===== src/rtl/ret_store_buf_if.sv =====
// Signal bundle for the post-retirement store buffer: dispatch allocation, AGU fill,
// ROB retire lanes, data-memory drain handshake and occupancy/error status.
interface ret_store_buf_if #(
  parameter int SB_CLOG        = 3,
  parameter int ROB_MAX_RETIRE = 4,
  parameter int ROB_SIZE_CLOG  = 6,
  parameter int XLEN           = 32
);
  logic                                    alloc_v;
  logic [ROB_SIZE_CLOG-1:0]                alloc_robid;
  logic                                    alloc_rdy;
  logic                                    fill_v;
  logic [ROB_SIZE_CLOG-1:0]                fill_robid;
  logic [XLEN-1:0]                         fill_addr;
  logic [XLEN-1:0]                         fill_data;
  logic [XLEN/8-1:0]                       fill_be;
  logic [ROB_MAX_RETIRE-1:0]               ret_v;
  logic [ROB_MAX_RETIRE-1:0]               ret_memwrite;
  logic [ROB_MAX_RETIRE*ROB_SIZE_CLOG-1:0] ret_robid;
  logic                                    mem_req_v;
  logic [XLEN-1:0]                         mem_req_addr;
  logic [XLEN-1:0]                         mem_req_data;
  logic [XLEN/8-1:0]                       mem_req_be;
  logic                                    mem_req_rdy;
  logic [SB_CLOG:0]                        sb_count;
  logic                                    sb_empty;
  logic                                    sb_err;

  modport master (
    output alloc_v, alloc_robid,
    input  alloc_rdy,
    output fill_v, fill_robid, fill_addr, fill_data, fill_be,
    output ret_v, ret_memwrite, ret_robid,
    input  mem_req_v, mem_req_addr, mem_req_data, mem_req_be,
    output mem_req_rdy,
    input  sb_count, sb_empty, sb_err
  );

  modport slave (
    input  alloc_v, alloc_robid,
    output alloc_rdy,
    input  fill_v, fill_robid, fill_addr, fill_data, fill_be,
    input  ret_v, ret_memwrite, ret_robid,
    output mem_req_v, mem_req_addr, mem_req_data, mem_req_be,
    input  mem_req_rdy,
    output sb_count, sb_empty, sb_err
  );
endinterface


===== src/rtl/ret_store_buf.sv =====
// Post-retirement store buffer: entries allocated in program order, filled by the AGU,
// committed by ROB retire lanes, and drained in order to the data-memory port.
module ret_store_buf #(
  parameter int SB_DEPTH       = 8,
  parameter int SB_CLOG        = 3,
  parameter int ROB_MAX_RETIRE = 4,
  parameter int ROB_SIZE_CLOG  = 6,
  parameter int XLEN           = 32
) (
  input logic            clk,
  input logic            rst,
  ret_store_buf_if.slave sb
);
  localparam int BE_W = XLEN / 8;

  typedef logic [SB_CLOG-1:0] ptr_t;
  typedef logic [SB_CLOG:0]   cnt_t;

  localparam ptr_t PTR_ONE  = ptr_t'(1);
  localparam cnt_t CNT_ONE  = cnt_t'(1);
  localparam cnt_t CNT_FULL = cnt_t'(SB_DEPTH);

  logic [SB_DEPTH-1:0]      ent_v;
  logic [SB_DEPTH-1:0]      ent_filled;
  logic [SB_DEPTH-1:0]      ent_committed;
  logic [ROB_SIZE_CLOG-1:0] ent_robid [SB_DEPTH];
  logic [XLEN-1:0]          ent_addr  [SB_DEPTH];
  logic [XLEN-1:0]          ent_data  [SB_DEPTH];
  logic [BE_W-1:0]          ent_be    [SB_DEPTH];

  ptr_t alloc_ptr;
  ptr_t cmt_ptr;
  ptr_t head_ptr;
  cnt_t count;
  logic err;

  logic                alloc_rdy;
  logic                alloc_acc;
  logic                head_ready;
  logic                pop;
  logic                fill_hit;
  ptr_t                fill_idx;
  logic                fill_ok;
  logic                fill_bad;
  logic [SB_DEPTH-1:0] cmt_mask;
  ptr_t                cmt_next;
  logic                cmt_bad;

  // Readiness comes from registered occupancy only, so a same-cycle pop never frees a slot.
  assign alloc_rdy  = (count < CNT_FULL);
  assign alloc_acc  = sb.alloc_v & alloc_rdy;
  assign head_ready = ent_v[head_ptr] & ent_committed[head_ptr] & ent_filled[head_ptr];
  assign pop        = head_ready & sb.mem_req_rdy;

  assign sb.alloc_rdy    = alloc_rdy;
  assign sb.mem_req_v    = head_ready;
  assign sb.mem_req_addr = ent_addr[head_ptr];
  assign sb.mem_req_data = ent_data[head_ptr];
  assign sb.mem_req_be   = ent_be[head_ptr];
  assign sb.sb_count     = count;
  assign sb.sb_empty     = (count == '0);
  assign sb.sb_err       = err;

  always_comb begin
    fill_hit = 1'b0;
    fill_idx = '0;
    for (int i = 0; i < SB_DEPTH; i++) begin
      if (!fill_hit && ent_v[i] && (ent_robid[i] == sb.fill_robid)) begin
        fill_hit = 1'b1;
        fill_idx = ptr_t'(i);
      end
    end
  end

  // A fill landing on the entry being popped this cycle is a protocol violation, not a write.
  assign fill_ok  = sb.fill_v & fill_hit & ~(pop & (fill_idx == head_ptr));
  assign fill_bad = sb.fill_v & ~fill_ok;

  always_comb begin
    cmt_mask = '0;
    cmt_next = cmt_ptr;
    cmt_bad  = 1'b0;
    for (int l = 0; l < ROB_MAX_RETIRE; l++) begin
      if (sb.ret_v[l] && sb.ret_memwrite[l] && !cmt_bad) begin
        if (ent_v[cmt_next] && !ent_committed[cmt_next] && !cmt_mask[cmt_next] &&
            (ent_robid[cmt_next] == sb.ret_robid[l*ROB_SIZE_CLOG +: ROB_SIZE_CLOG])) begin
          cmt_mask[cmt_next] = 1'b1;
          cmt_next           = cmt_next + PTR_ONE;
        end else begin
          cmt_bad = 1'b1;
        end
      end
    end
  end

  always_ff @(posedge clk or negedge rst) begin
    if (!rst) begin
      ent_v         <= '0;
      ent_filled    <= '0;
      ent_committed <= '0;
      for (int i = 0; i < SB_DEPTH; i++) begin
        ent_robid[i] <= '0;
        ent_addr[i]  <= '0;
        ent_data[i]  <= '0;
        ent_be[i]    <= '0;
      end
    end else begin
      if (pop) begin
        ent_v[head_ptr] <= 1'b0;
      end
      for (int i = 0; i < SB_DEPTH; i++) begin
        if (cmt_mask[i]) begin
          ent_committed[i] <= 1'b1;
        end
      end
      if (fill_ok) begin
        ent_filled[fill_idx] <= 1'b1;
        ent_addr[fill_idx]   <= sb.fill_addr;
        ent_data[fill_idx]   <= sb.fill_data;
        ent_be[fill_idx]     <= sb.fill_be;
      end
      if (alloc_acc) begin
        ent_v[alloc_ptr]         <= 1'b1;
        ent_filled[alloc_ptr]    <= 1'b0;
        ent_committed[alloc_ptr] <= 1'b0;
        ent_robid[alloc_ptr]     <= sb.alloc_robid;
      end
    end
  end

  always_ff @(posedge clk or negedge rst) begin
    if (!rst) begin
      alloc_ptr <= '0;
      cmt_ptr   <= '0;
      head_ptr  <= '0;
      count     <= '0;
      err       <= 1'b0;
    end else begin
      if (alloc_acc) begin
        alloc_ptr <= alloc_ptr + PTR_ONE;
      end
      if (pop) begin
        head_ptr <= head_ptr + PTR_ONE;
      end
      cmt_ptr <= cmt_next;
      if (alloc_acc && !pop) begin
        count <= count + CNT_ONE;
      end else if (!alloc_acc && pop) begin
        count <= count - CNT_ONE;
      end
      if ((sb.alloc_v && !alloc_rdy) || fill_bad || cmt_bad) begin
        err <= 1'b1;
      end
    end
  end
endmodule


===== src/flat_wrapper.sv =====
// flat-port wrapper written by rule: the top's interface ports become plain ports
module ret_store_buf_flat 
#(
  parameter int SB_DEPTH       = 8,
  parameter int SB_CLOG        = 3,
  parameter int ROB_MAX_RETIRE = 4,
  parameter int ROB_SIZE_CLOG  = 6,
  parameter int XLEN           = 32
)
  (clk, rst, sb_alloc_v, sb_alloc_robid, sb_alloc_rdy, sb_fill_v, sb_fill_robid, sb_fill_addr, sb_fill_data, sb_fill_be, sb_ret_v, sb_ret_memwrite, sb_ret_robid, sb_mem_req_v, sb_mem_req_addr, sb_mem_req_data, sb_mem_req_be, sb_mem_req_rdy, sb_sb_count, sb_sb_empty, sb_sb_err);
  ret_store_buf_if #(.SB_CLOG(SB_CLOG), .ROB_MAX_RETIRE(ROB_MAX_RETIRE), .ROB_SIZE_CLOG(ROB_SIZE_CLOG), .XLEN(XLEN)) sb_i ();
  input logic clk;
  input logic rst;
  input wire logic [$bits(sb_i.alloc_v)-1:0] sb_alloc_v;
  input wire logic [$bits(sb_i.alloc_robid)-1:0] sb_alloc_robid;
  output wire logic [$bits(sb_i.alloc_rdy)-1:0] sb_alloc_rdy;
  input wire logic [$bits(sb_i.fill_v)-1:0] sb_fill_v;
  input wire logic [$bits(sb_i.fill_robid)-1:0] sb_fill_robid;
  input wire logic [$bits(sb_i.fill_addr)-1:0] sb_fill_addr;
  input wire logic [$bits(sb_i.fill_data)-1:0] sb_fill_data;
  input wire logic [$bits(sb_i.fill_be)-1:0] sb_fill_be;
  input wire logic [$bits(sb_i.ret_v)-1:0] sb_ret_v;
  input wire logic [$bits(sb_i.ret_memwrite)-1:0] sb_ret_memwrite;
  input wire logic [$bits(sb_i.ret_robid)-1:0] sb_ret_robid;
  output wire logic [$bits(sb_i.mem_req_v)-1:0] sb_mem_req_v;
  output wire logic [$bits(sb_i.mem_req_addr)-1:0] sb_mem_req_addr;
  output wire logic [$bits(sb_i.mem_req_data)-1:0] sb_mem_req_data;
  output wire logic [$bits(sb_i.mem_req_be)-1:0] sb_mem_req_be;
  input wire logic [$bits(sb_i.mem_req_rdy)-1:0] sb_mem_req_rdy;
  output wire logic [$bits(sb_i.sb_count)-1:0] sb_sb_count;
  output wire logic [$bits(sb_i.sb_empty)-1:0] sb_sb_empty;
  output wire logic [$bits(sb_i.sb_err)-1:0] sb_sb_err;
  assign sb_i.alloc_v = sb_alloc_v;
  assign sb_i.alloc_robid = sb_alloc_robid;
  assign sb_alloc_rdy = sb_i.alloc_rdy;
  assign sb_i.fill_v = sb_fill_v;
  assign sb_i.fill_robid = sb_fill_robid;
  assign sb_i.fill_addr = sb_fill_addr;
  assign sb_i.fill_data = sb_fill_data;
  assign sb_i.fill_be = sb_fill_be;
  assign sb_i.ret_v = sb_ret_v;
  assign sb_i.ret_memwrite = sb_ret_memwrite;
  assign sb_i.ret_robid = sb_ret_robid;
  assign sb_mem_req_v = sb_i.mem_req_v;
  assign sb_mem_req_addr = sb_i.mem_req_addr;
  assign sb_mem_req_data = sb_i.mem_req_data;
  assign sb_mem_req_be = sb_i.mem_req_be;
  assign sb_i.mem_req_rdy = sb_mem_req_rdy;
  assign sb_sb_count = sb_i.sb_count;
  assign sb_sb_empty = sb_i.sb_empty;
  assign sb_sb_err = sb_i.sb_err;
  ret_store_buf #(.SB_DEPTH(SB_DEPTH), .SB_CLOG(SB_CLOG), .ROB_MAX_RETIRE(ROB_MAX_RETIRE), .ROB_SIZE_CLOG(ROB_SIZE_CLOG), .XLEN(XLEN)) u_core (.clk(clk), .rst(rst), .sb(sb_i));
endmodule

===== config.mk =====
export PLATFORM = sky130hd
export DESIGN_NAME = ret_store_buf_flat
export DESIGN_NICKNAME = d
export VERILOG_FILES = /design/src/rtl/ret_store_buf_if.sv /design/src/rtl/ret_store_buf.sv /design/src/flat_wrapper.sv
export SDC_FILE = /design/constraint.sdc
export NUM_CORES = 1
export LEC_CHECK = 0
export ABC_AREA = 0
export BUFFER_PORTS_ARGS = -buffer_cell sky130_fd_sc_hd__buf_2
export CAP_MARGIN = 20
export CORE_MARGIN = 1
export CORE_UTILIZATION = 57
export CTS_CLUSTER_SIZE = 10
export DETAILED_ROUTE_END_ITERATION = 12
export GPL_ROUTABILITY_DRIVEN = 0
export PLACE_DENSITY = 0.83
export SLEW_MARGIN = 20
export SYNTH_ARGS = -nofsm -noshare
export SYNTH_HDL_FRONTEND = slang
export SYNTH_SLANG_ARGS = --single-unit

===== constraint.sdc =====
create_clock -name clk -period 20 [get_ports clk]
set_clock_uncertainty 0.2 [all_clocks]
set_input_delay 4 -clock clk [delete_from_list [all_inputs] [get_ports clk]]
set_output_delay 4 -clock clk [all_outputs]
set_load 0.01 [all_outputs]

After elaboration in Yosys (flattened, before gate mapping)
Memories as Yosys holds them, arrays and structs flattened.
Index checks and enable logic that the tools add are counted.
Word-level totals
  memory bits (read-only): 8
  latch bits: 0
  input bits: 117
  output and inout bits: 76
  logic and storage cells: 312
  bits in writable memories: 0
  flip-flop bits (word level): 630
  memories kept: 1
Memory list
  (name not given): depth 8, bits a word 1, read ports 1, clocked after memory_dff 0, write ports 0, RTL line ret_store_buf.sv:85  | if (ent_v[cmt_next] && !ent_committed[cmt_next] && !cmt_mask[cmt_next] &&
Cells by class
  reduce and logical (&&, ||, !) cells: 71
  divide/modulo/power cells: 0
  order comparisons: 24
  add/sub/neg operators: 8
  equality and inequality tests: 13
  bitwise operators: 27
  shift-type cells: 0
  $mul: 0
  mux-type cells: 128
Operators with widths (count)
  256-bit bitwise mux: 2
  32-bit binary-select mux with 3-bit select: 2
  32-bit 2-to-1 mux: 5
  8-bit 2-to-1 mux: 13
  32-bit demux with 3-bit select: 1
  6-bit binary-select mux with 3-bit select: 4
  6-bit equality test: 12
  6-bit 2-to-1 mux: 9
  48-bit bitwise mux: 1
  1-bit 2-to-1 mux: 47
  1-bit logical AND: 46
  1-bit binary-select mux with 3-bit select: 14
  3-bit 2-to-1 mux: 14
  8-bit bitwise OR: 5
  32-bit bitwise mux: 1
  4-bit >= comparator (second input constant): 7
  3-bit by 4-bit less-than comparator with 1-bit output (second input constant): 7
  3-bit inverter with 4-bit output: 7
  8-bit bitwise AND: 3
  1-bit demux with 3-bit select: 7
  3-bit by 1-bit >= comparator with 1-bit output (second input constant): 7
  1-bit logical NOT: 21
  4-bit 2-to-1 mux: 5
  3-bit by 1-bit adder with 3-bit output (second input constant): 6
  14 further kinds: 25

Logic depth before layout (Yosys ltp)
  word-level depth: 39
  gate-level depth with buffers: 33

Least setup slack after synthesis
Ideal clock, no wire load.
  path kind: input -> register
  from: input sb_ret_robid[5]
  to: register u_core.cmt_ptr[1]
  arrival time: 10.501 ns
  path slack: 9.174 ns
  library setup time: 0.125 ns
  stages: 26
  cell sequence: or3_1 a2111o_1 o21ai_1 clkbuf_1 a221oi_1 a2111oi_1 mux2i_1 and3_1 clkbuf_1 and3_1 buf_2 buf_2 mux2i_1 a221oi_1 xor2_1 or4_1 buf_2 or4_1 buf_2 and2_1 o2111a_1 nand4_1 nand4_1 or4b_1 buf_2 mux2_4
Between the ends
  longest elaborated chain between the ends: 28
  elaborated cells on any way between the ends: 91
  classes of those cells: 3 x add/sub; 4 x order compare; 4 x eq/ne; 51 x mux; 5 x bitwise; 24 x reduce/logical
RTL lines
  start, declared: RTL line flat_wrapper.sv:24  | input wire logic [$bits(sb_i.ret_robid)-1:0] sb_ret_robid;
  6-bit equality test *: RTL line ret_store_buf.sv:86  | (ent_robid[cmt_next] == sb.ret_robid[l*ROB_SIZE_CLOG +: ROB_SIZE_CLOG])) begin
  1-bit logical AND *: RTL line ret_store_buf.sv:85
  3-bit 2-to-1 mux: RTL line ret_store_buf.sv:85
  3-bit 2-to-1 mux: RTL line ret_store_buf.sv:84  | if (sb.ret_v[l] && sb.ret_memwrite[l] && !cmt_bad) begin
  3-bit inverter with 4-bit output (implied by the code) / 1-bit binary-select mux with 3-bit select (equally long branches): RTL line ret_store_buf.sv:86, ret_store_buf.sv:85
  6-bit binary-select mux with 3-bit select / 1-bit 2-to-1 mux (equally long branches): RTL line ret_store_buf.sv:86, ret_store_buf.sv:85
  6-bit 2-to-1 mux (implied by the code) / 1-bit logical NOT (equally long branches): RTL line ret_store_buf.sv:86, ret_store_buf.sv:85
  6-bit 2-to-1 mux (implied by the code) / 1-bit logical AND (equally long branches): RTL line ret_store_buf.sv:86, ret_store_buf.sv:85
  (+13 left out)
  6-bit binary-select mux with 3-bit select / 1-bit 2-to-1 mux (equally long branches): RTL line ret_store_buf.sv:86, ret_store_buf.sv:85
  6-bit 2-to-1 mux (implied by the code) / 1-bit logical NOT (equally long branches): RTL line ret_store_buf.sv:86, ret_store_buf.sv:85
  6-bit 2-to-1 mux (implied by the code) / 1-bit logical AND (equally long branches): RTL line ret_store_buf.sv:86, ret_store_buf.sv:85
  6-bit equality test / 1-bit logical AND (equally long branches): RTL line ret_store_buf.sv:86, ret_store_buf.sv:85
  1-bit logical AND: RTL line ret_store_buf.sv:85
  3-bit 2-to-1 mux: RTL line ret_store_buf.sv:85
  3-bit 2-to-1 mux *: RTL line ret_store_buf.sv:84
  net u_core.cmt_next[1]: RTL line ret_store_buf.sv:46  | ptr_t cmt_next;
  end signal, assigned: RTL line ret_store_buf.sv:145  | cmt_ptr <= cmt_next;
  end, declared: RTL line ret_store_buf.sv:32  | ptr_t cmt_ptr;
Mark *: on every way through the listed nets, which the timed path passes. The rest lies on a longest branch. The select of a mux whose other input is x is not followed.
A chain may end at the register's enable or synchronous reset.

Final worst setup path
  from: input sb_ret_robid[1]
  to: register u_core.cmt_ptr[1]
The elaborated chain is that of the path after synthesis.

==> impl_results.md <==
* Status: finished clean
* Most common cell after layout, fill and taps aside: mux2_2
* Mux contribution to synthesized area at 34.6%
* Synth Area per Inst at approximately 13 µm²
* Slowest stage delay, CP at 0.99 ns
* Num ports at 193
* Worst-Margin Slew at 1.12 ns
* Slew Limit Fails at 0
* # DRC at 0
* Setup-failing EPs final at 0
* CTS resizes at 0
* CTS Sinks at 630
* Yosys warns at 0
* Final period util at slightly above 60%
* Setup repair bufs after CTS at 0
* Die area at 57900 µm²
* Total track usage at 31.2%
* Post-Synth Adder-Cell Area at less than 1%
* Worst Hold Slack at roughly 0.30 ns
* Core Footprint at about 56000 µm²
* Power Dens Cells at approximately 71 nW/µm²
* Combinational family with the most area after synthesis: multiplexers
* Largest net degree at the start of global routing at 130
* DR pass1 iterations at 11
* Max-cap violations at 0
* Critical path fanouts, max at 22
* Final Hold Viols at 0
* Vias in the first global route at 24210
* DR vias at ~22000
* Crit end category: register
* Sequential fraction of the synthesis area at just under 50%
* Post-Synth Simple-Gate Area at under 10%
* Final setup TNS at 0 ns
* Site row count at 87
* IO Port Bufs at 192
* Maximum clock path buffer count at 3
* CP cell instances: buf_2, xor2_1, nand4_1, o21ai_1, a211oi_1, a2111oi_1, mux2i_1, and3_1, and3_1, mux2i_1, a221oi_1, xor2_1, nor4_2, a21oi_1, nor2_2, inv_2, a311oi_1, nor4_1, nand3_1, or4b_1, mux2_4
* Cells after Synth at 2440
* Leakage power figure at 17.2 nW
* RSZ-0062 raised after global routing: false
* FFs w/ async S/R, synth at 100%
* Final Critical Period at about 12 ns
* Critical Path RT at 20.28 ns
* Syn Nets at 2567
* Worst Hold Class: register to register
* Avg WL per Cell at 26.3 µm
* Clock slew at reported path FFs at ~0.050 ns
* Initial drt markers at 2382
* Synth-to-Final Area Change at 11.4%
* Final HPWL DP at between 50000 and 60000 µm
* H-tree levels at 3
* Library cells used by synthesis at just over 80
* Total gr overflow at 0
* Detailed Route WL at a little under 90000 µm
* Die extent in y at around 240 µm
* Slowest stage cell, crit path: o21ai_1
* Startpoint types: input pin
* Commonest cells after routing, fill and taps aside: mux2_2 (648), dfrtp_1 (626), buf_2 (191)
* First-pass GRT wire length at ~140000 µm
* Post-synth EDFFs at 0
* CP Class: input pin to register
* Worst-Skew Late Latency at roughly 0.60 ns
* CTS Root Cell: clkbuf_16
* Initial core utilization at between 50% and 60%
* Synth Cell Area at 32500 µm²
* Fmax at about 80 MHz
* Via density at approximately 6.7
* Worst EP arrival at approximately 13 ns
* Post-synthesis xor/xnor area fraction at about 2%
* Share of post-route cells with drive strength above 1 at between 40% and 50%
* Maximum VDD drop at 0.0794 mV
* Hold buffers post-CTS at 0
* TritonCTS Buffers at 74
* Fillers at about 4000
* Nets at between 2000 and 3000
* Kind of cell adding the most delay to the critical path: simple AND/OR/NAND/NOR gates
* Top FF cell, synth: dfrtp_1
* Post-synthesis compound-gate area fraction at about 5.6%
* Flops & latches, synth at between 600 and 700
* WP buf/inv at 2
* CTS tree: built
* Antenna Nets Post-Route at 0
* Initial antenna violation count at 13
* Max-Slew Margin vs Limit at between 20% and 30%
* Die Wd at roughly 240 µm
==> per-layer routing <==
layer | share of wire (%) | up-vias | global-route usage (%)
li1 | - | 9381 | -
met1 | 37 | 11436 | 38.2
met2 | 48 | 1135 | 50.2
met3 | 9.2 | 400 | 9.76
met4 | 5.6 | 16 | 15.6
met5 | 0.13 | - | 0
==> flip-flops by register name, indices dropped and copies added, names as in the netlist <==
signal	cells
u_core.alloc_ptr	3
u_core.cmt_ptr	3
u_core.ent_addr	256
u_core.ent_be	32
u_core.ent_committed	8
u_core.ent_data	256
u_core.ent_filled	8
u_core.ent_robid	48
u_core.ent_v	8
u_core.head_ptr	3
u_core.sb.sb_count	4
u_core.sb.sb_err	1
==> metrics by stage <==
stage               worst slack (ns)  util, %  cell area [µm²]  power (mW)  cells
floorplan                       9.17        -            32500        1.33   2440
global placement                7.79     60.3            34000        1.38   3243
detailed placement              7.27     60.3            34000        1.39   3243
CTS                             7.90     63.9            36000        2.58   3333
global route                    7.09     64.1            36200        2.64   3341
finish                          7.55     64.1            36200        2.56   3344
==> report_power, final <==
part / internal [mW] / switching, mW / total (mW)
logic: 0.0244 / 0.0644 / 0.0888
registers: 1.28 / 0.0000934 / 1.28
clock network: 0.714 / 0.482 / 1.20
total: 2.01 / 0.546 / 2.56
==> final cells by class <==
type	count	area, µm²	share of cell area [%]
multi-input combinational	1604	15900	44.1
sequential	630	15800	43.6
clock buffer	86	1980	5.47
timing repair buffer	223	1290	3.57
tap	756	946	2.62
inverter	34	128	0.353
clock inverter	4	85.1	0.235
antenna	7	17.5	0.0484
==> kinds of logic (layout without fill, tap and decap cells) <==
family / after synthesis / count (layout)
flops: 630 / 630
xor+xnor: 73 / 73
mux: 847 / 847
buf+inv: 206 / 347
fa+ha+maj: 10 / 10
other cells: 0 / 7
simple gates: 415 / 415
compound gates: 259 / 259
==> synth_stat cells, types with 5 or more instances <==
cell / n / share of area, %
a211oi_1: 12 / 0.28
o211ai_1: 17 / 0.39
a31oi_1: 8 / 0.15
nand2b_1: 15 / 0.29
xnor2_1: 38 / 1.0
nand3_1: 50 / 0.77
nor4_1: 21 / 0.40
dfrtp_1: 630 / 49
buf_1: 34 / 0.39
a21oi_1: 42 / 0.65
o22ai_1: 12 / 0.23
a311oi_1: 7 / 0.19
nor2_1: 72 / 0.83
a21o_1: 8 / 0.18
or3_1: 8 / 0.15
o21bai_1: 7 / 0.16
ha_1: 9 / 0.35
a31o_2: 7 / 0.19
buf_2: 16 / 0.25
nor2b_1: 8 / 0.15
nor3_1: 27 / 0.42
mux4_2: 154 / 11
or2_2: 7 / 0.13
clkbuf_1: 118 / 1.4
o21a_1: 5 / 0.12
nand4_1: 26 / 0.50
o31ai_1: 16 / 0.37
mux2i_1: 43 / 1.3
a221oi_1: 9 / 0.24
mux2_2: 648 / 22
or4_1: 11 / 0.25
o221ai_1: 5 / 0.13
o21ai_0: 50 / 0.77
xor2_1: 33 / 0.89
and3_1: 9 / 0.17
o21ai_1: 9 / 0.14
inv_1: 28 / 0.32
nand2_1: 139 / 1.6
==> final timing paths <==
| kind | startpoint | to | slack [ns] | depth (start not counted) |
|---|---|---|---|---|
| max | sb_ret_robid[1] | u_core.cmt_ptr[1] | 7.55 | 21 |
| min | u_core.ent_be[4] | u_core.ent_be[4] | 0.30 | 1 |
| max reg2reg | u_core.cmt_ptr[1] | u_core.cmt_ptr[1] | 9.39 | 23 |
| min reg2reg | u_core.ent_be[4] | u_core.ent_be[4] | 0.30 | 1 |
| max in group asynchronous | rst | u_core.ent_addr[250] | 13.13 | 5 |
| min in group asynchronous | rst | u_core.ent_addr[165] | 3.28 | 1 |
No activity file was read; power rests on OpenSTA's default activity.
